--- config.mk ---
export PLATFORM = sky130hd
export DESIGN_NAME = vend_fsm_param
export DESIGN_NICKNAME = d
export VERILOG_FILES = /design/src/rtl/vend_fsm_param.sv
export SDC_FILE = /design/constraint.sdc
export NUM_CORES = 1
export LEC_CHECK = 0
export CAP_MARGIN = 5
export CORE_UTILIZATION = 45
export CTS_CLUSTER_DIAMETER = 40
export DETAILED_ROUTE_END_ITERATION = 10
export PLACE_DENSITY = 0.76
export SLEW_MARGIN = 20
export SYNTH_ARGS = -nofsm -noshare
export SYNTH_HDL_FRONTEND = slang
export SYNTH_SLANG_ARGS = --single-unit
--- constraint.sdc ---
create_clock -name clk -period 3 [get_ports clk]
set_input_delay 0.6 -clock clk [delete_from_list [all_inputs] [get_ports clk]]
set_output_delay 0.6 -clock clk [all_outputs]
set_load 0.02 [all_outputs]
--- src/rtl/vend_fsm_param.sv ---
// Parametrised single-product vending controller.
// Accumulates credit from two coin sizes, dispenses one item when credit
// reaches PRICE, pays change or refunds one unit per cycle, and tracks
// on-board stock with a restock input and a sold-out lockout.
module vend_fsm_param #(
    parameter int PRICE      = 5,
    parameter int COIN_SMALL = 1,
    parameter int COIN_LARGE = 2,
    parameter int CREDIT_W   = 4,
    parameter int STOCK_INIT = 8,
    parameter int STOCK_W    = 4
) (
    input  logic                clk,
    input  logic                rst,
    input  logic                pay,
    input  logic                pay_half,
    input  logic                cancel,
    input  logic                restock,
    output logic                coke_out,
    output logic                ret,
    output logic                coin_rej,
    output logic [CREDIT_W-1:0] credit,
    output logic [STOCK_W-1:0]  stock,
    output logic                sold_out,
    output logic                busy
);

    // Reject illegal parameter combinations at elaboration time.
    if (PRICE < 1 || COIN_SMALL < 1 || COIN_LARGE < COIN_SMALL) begin : g_bad_price_coins
        $error("vend_fsm_param: need PRICE>=1 and COIN_LARGE>=COIN_SMALL>=1");
    end
    if (PRICE - 1 + COIN_LARGE >= 2 ** CREDIT_W) begin : g_bad_credit_w
        $error("vend_fsm_param: CREDIT_W too small for PRICE-1+COIN_LARGE");
    end
    if (STOCK_INIT >= 2 ** STOCK_W) begin : g_bad_stock_w
        $error("vend_fsm_param: STOCK_W too small for STOCK_INIT");
    end

    localparam int SUM_W = CREDIT_W + 1;
    localparam logic [SUM_W-1:0]   PRICE_V = SUM_W'(PRICE);
    localparam logic [SUM_W-1:0]   LARGE_V = SUM_W'(COIN_LARGE);
    localparam logic [SUM_W-1:0]   SMALL_V = SUM_W'(COIN_SMALL);
    localparam logic [STOCK_W-1:0] STOCK_V = STOCK_W'(STOCK_INIT);

    typedef enum logic [0:0] {
        ST_COLLECT,
        ST_REFUND
    } state_t;

    state_t              state_q, state_d;
    logic [CREDIT_W-1:0] credit_q, credit_d;
    logic [STOCK_W-1:0]  stock_q, stock_d;
    logic                coke_out_q, coke_out_d;
    logic                ret_q, ret_d;
    logic                coin_rej_q, coin_rej_d;

    logic [SUM_W-1:0]    add_val;
    logic [SUM_W-1:0]    sum;
    logic [SUM_W-1:0]    change;
    logic                coin_any;

    assign coin_any = pay | pay_half;
    assign sold_out = (stock_q == '0);

    // Next-state, credit, stock and pulse outputs for the coming cycle.
    always_comb begin
        state_d    = state_q;
        credit_d   = credit_q;
        stock_d    = stock_q;
        coke_out_d = 1'b0;
        ret_d      = 1'b0;
        coin_rej_d = 1'b0;
        add_val    = '0;
        sum        = '0;
        change     = '0;

        case (state_q)
            ST_COLLECT: begin
                if (cancel && credit_q != '0) begin
                    state_d    = ST_REFUND;
                    coin_rej_d = coin_any;
                end else if (sold_out) begin
                    coin_rej_d = coin_any;
                end else begin
                    // Large coin wins; a simultaneous small coin is bounced.
                    if (pay) begin
                        add_val    = LARGE_V;
                        coin_rej_d = pay_half;
                    end else if (pay_half) begin
                        add_val    = SMALL_V;
                    end
                    sum = {1'b0, credit_q} + add_val;
                    if (sum >= PRICE_V) begin
                        change     = sum - PRICE_V;
                        coke_out_d = 1'b1;
                        stock_d    = stock_q - STOCK_W'(1);
                        credit_d   = CREDIT_W'(change);
                        if (change != '0) begin
                            state_d = ST_REFUND;
                        end
                    end else begin
                        credit_d = CREDIT_W'(sum);
                    end
                end
            end
            ST_REFUND: begin
                ret_d      = 1'b1;
                coin_rej_d = coin_any;
                credit_d   = credit_q - CREDIT_W'(1);
                if (credit_q == CREDIT_W'(1)) begin
                    state_d = ST_COLLECT;
                end
            end
            default: begin
                state_d = ST_COLLECT;
            end
        endcase

        // Restock takes precedence over a same-cycle sale decrement.
        if (restock) begin
            stock_d = STOCK_V;
        end
    end

    // State and output registers with asynchronous reset.
    always_ff @(posedge clk or posedge rst) begin
        if (rst) begin
            state_q    <= ST_COLLECT;
            credit_q   <= '0;
            stock_q    <= STOCK_V;
            coke_out_q <= 1'b0;
            ret_q      <= 1'b0;
            coin_rej_q <= 1'b0;
        end else begin
            state_q    <= state_d;
            credit_q   <= credit_d;
            stock_q    <= stock_d;
            coke_out_q <= coke_out_d;
            ret_q      <= ret_d;
            coin_rej_q <= coin_rej_d;
        end
    end

    assign coke_out = coke_out_q;
    assign ret      = ret_q;
    assign coin_rej = coin_rej_q;
    assign credit   = credit_q;
    assign stock    = stock_q;
    assign busy     = (state_q == ST_REFUND);

endmodule

==> flow_summary_export.csv <==
group,metric,value,unit
outcome,outcome,"finished, final reports clean",
clocking,clockBufferDepth,2,
routing,ant_nets,0,
yosys,ys_seq_elements,12,
global_routing,grt_pass1_vias,874,
placed_design,hpwl,1700,microns
clocking,clk_pin_slew,0.07,ns
yosys,avgSynthCellArea,9.93,sq um
yosys,ys_dominant_reg_cell,"dfrtp_1",
sta,maxSlewHeadroom,60.5,%
routing,routed_wl,2370,microns
placed_design,placed_area,1270,sq um
sta,period_minus_slack,2.79,ns
min_path,holdPathStages,2,
clocking,cts_tree,"yes",
die,io_pins,19,
yosys,async_reset_ff_share,100,%
global_routing,grt_pass1_wl,3730,microns
cells_and_area,num_antenna_cells,0,
min_path,hold_path.class,"reg -> reg",
critical_path,worstSetupPathType,"reg -> out",
die,die_h,49.0,microns
min_path,min-delay-start,"stock[3]",
critical_path,cp.arrival,2.19,ns
routing,num_vias,897,
critical_path,r2r_setup_slack,0.36,ns
routing,routed_via_density,5.50,
placed_design,io_buffers,18,
critical_path,reg2reg_from,"credit[0]",
yosys,syn-cell-area,993,sq um
die,row_count,16,
placed_design,dpl.cell_count,155,
min_path,worstHoldEndpoint,"stock[3]",
critical_path,critPathSlowestCell,"clkdlybuf4s50_1",
sta,setup_viol,0,
cells_and_area,design_area,1410,sq um
critical_path,critical_path.cell_chain,"inv_1 > ha_1 > nor3b_1 > clkdlybuf4s50_1",
cells_and_area,fin_util,69.9,%
critical_path,cp-end-kind,"output port",
critical_path,crit_required,2.40,ns
critical_path,critPathLaunchType,"flop",
sta,slew_viol_final,0,
cells_and_area,fin_cells,163,
yosys,synth_edf_count,0,
routing,drtIter0Drc,21,
pwr,p_per_area,1110,nW/um^2
critical_path,r2r_end,"busy",
cells_and_area,syn_to_final_growth,42.2,%
placed_design,gp_congestion,0.865,
sta,hold_violations,0,
yosys,synth.distinct_cells,42,
flow_run,drv_cap,0,
clocking,numCtsBuffers,3,
critical_path,crit_fanout,4,
die,fp.dieW,49.0,microns
routing,drc,0,
clocking,root_buffer,"clkbuf_4",
pwr,finalPower,1.57,mW
global_routing,grt_max_degree,16,
clocking,worstSkewPairLatency,0.27,ns
yosys,netlist_instances,100,
pwr,leakage,0.608,nW
sta,rsz0062_at_grt,"false",
yosys,synth_warnings,0,
cells_and_area,drive_above_1_share,36.0,%
sta,max_freq,359,MHz
critical_path,slowest_delay,0.71,ns
sta,final.setup_skew,0.000945,ns
clocking,h-tree-depth,1,
clocking,clock-sinks,12,
global_routing,overflow,0,
pwr,irDropWorstVdd,0.579,mV
cells_and_area,final_net_count,152,
sta,worstMarginPinSlew,0.591,ns
global_routing,antenna_found_initial,0,
routing,wire_per_inst,14.6,microns
global_routing,grt_util_all_layers,20.3,%
yosys,synthesis.nets,115,
die,initial_core_util,49.1,%
yosys,synth-seq-area-share,30.4,%
critical_path,worstRegToRegCells,9,
die,die-area,2400,sq um
sta,hold_ws,0.564,ns
sta,finalCritPeriodShare,93.0,%
routing,dr.pass1.iters,4,
die,core-area,2020,sq um
[synth_stat cells (all sizes together), types with 3 or more instances]
cell type | instances | share of area (%)
mux2 | 4 | 4.5
dfrtp | 11 | 28
nor2b | 3 | 2.6
a31oi | 3 | 3.4
ha | 8 | 10
a21oi | 7 | 3.5
xnor2 | 3 | 2.6
nand2 | 4 | 1.5
nand3 | 5 | 2.5
inv | 9 | 3.4
nor2 | 6 | 2.3
nor3 | 3 | 1.5
[metal layers]
layer | up-vias | wire length (microns) | GRT usage [%]
li1 | 441 | - | -
met1 | 418 | 1060 | 26.3
met2 | 36 | 1170 | 35.0
met3 | 2 | 123 | 5.61
met4 | 0 | 23 | 1.47
met5 | - | 0 | 0
[cell families (layout without fill, tap and decap cells)]
| logic type | after synthesis | in the layout | synth area share [%] |
|---|---|---|---|
| AOI/OAI and AO/OA | 26 | 26 | 23.4 |
| xor gates and xnor gates | 3 | 3 | 2.65 |
| adders and majority gates | 10 | 10 | 13.1 |
| buffers and inverters | 11 | 47 | 5.67 |
| DFF | 12 | 12 | 30.4 |
| muxes | 5 | 5 | 5.54 |
| and+or+nand+nor | 33 | 33 | 19.3 |
[stage by stage]
step                      setup WS [ns]  setup TNS, ns
after detailed placement         -0.431          -2.94
after global routing              0.132              0
final                             0.211              0
after CTS                       0.00130              0
after global placement           -0.328          -2.29
after floorplan                   0.127              0
[timing repair]
item | in CTS | in global routing
setup endpoints to repair | 7 | 7
setup buffers | 2 | 2
resized for setup | 7 | 10
pin swaps | 2 | 6
hold buffers | 0 | 0
[how the worst max path moves through the flow]
stage / startpoint / to / slack [ns]
2_1_floorplan: pay_half / credit[3] / 0.13
3_3_place_gp: pay_half / credit[1] / -0.33
3_5_place_dp: pay_half / credit[1] / -0.43
4_1_cts: pay_half / busy / 0.001
5_1_grt: stock[0] / sold_out / 0.13
6_report: stock[0] / sold_out / 0.21
[layout by cell type, fill, tap and decap left out, types with 2 or more instances in the layout]
cell type / n
a21oi_1: 7
a31oi_1: 2
and3_2: 2
buf_4: 16
clkbuf_4: 3
clkdlybuf4s50_1: 16
dfrtp_1: 11
dlymetal6s2s_1: 2
ha_1: 5
ha_4: 2
inv_1: 8
mux2_2: 4
nand2_1: 4
nand2b_1: 2
nand3_1: 4
nor2_1: 6
nor2b_4: 2
nor3_1: 2
o221ai_1: 2
or2_4: 2
or3_1: 2
xnor2_1: 2
[where the power goes]
part	internal [mW]	switching [mW]	total, mW	leakage (nW)
sequential	0.218	0.102	0.320	0.140
clock	0.0737	0.0545	0.128	0.0210
combinational	0.592	0.534	1.13	0.446
total	0.884	0.690	1.57	0.608
[worst max-delay path: cells and delay by family, from the launching register on]
family / cells / cell delay [ns]
flip-flops: 1 / 0.45
adder cells (fa/ha/maj): 1 / 0.14
AND/OR/NAND/NOR: 1 / 0.50
buffers and inverters: 2 / 0.83
[state kept, by name (all words and copies together) (netlist names)]
register  count
busy          1
coin_rej      1
coke_out      1
credit        4
ret           1
stock         4
[cell type report]
class                           instances  area [sq um]
Fill cell                             154           609
Multi-Input combinational cell         77           702
Inverter                                9          33.8
Sequential cell                        12           302
Timing Repair Buffer                   34           305
Tap cell                               27          33.8
Clock buffer                            4          36.3
Power figures use the tool's default switching activity.
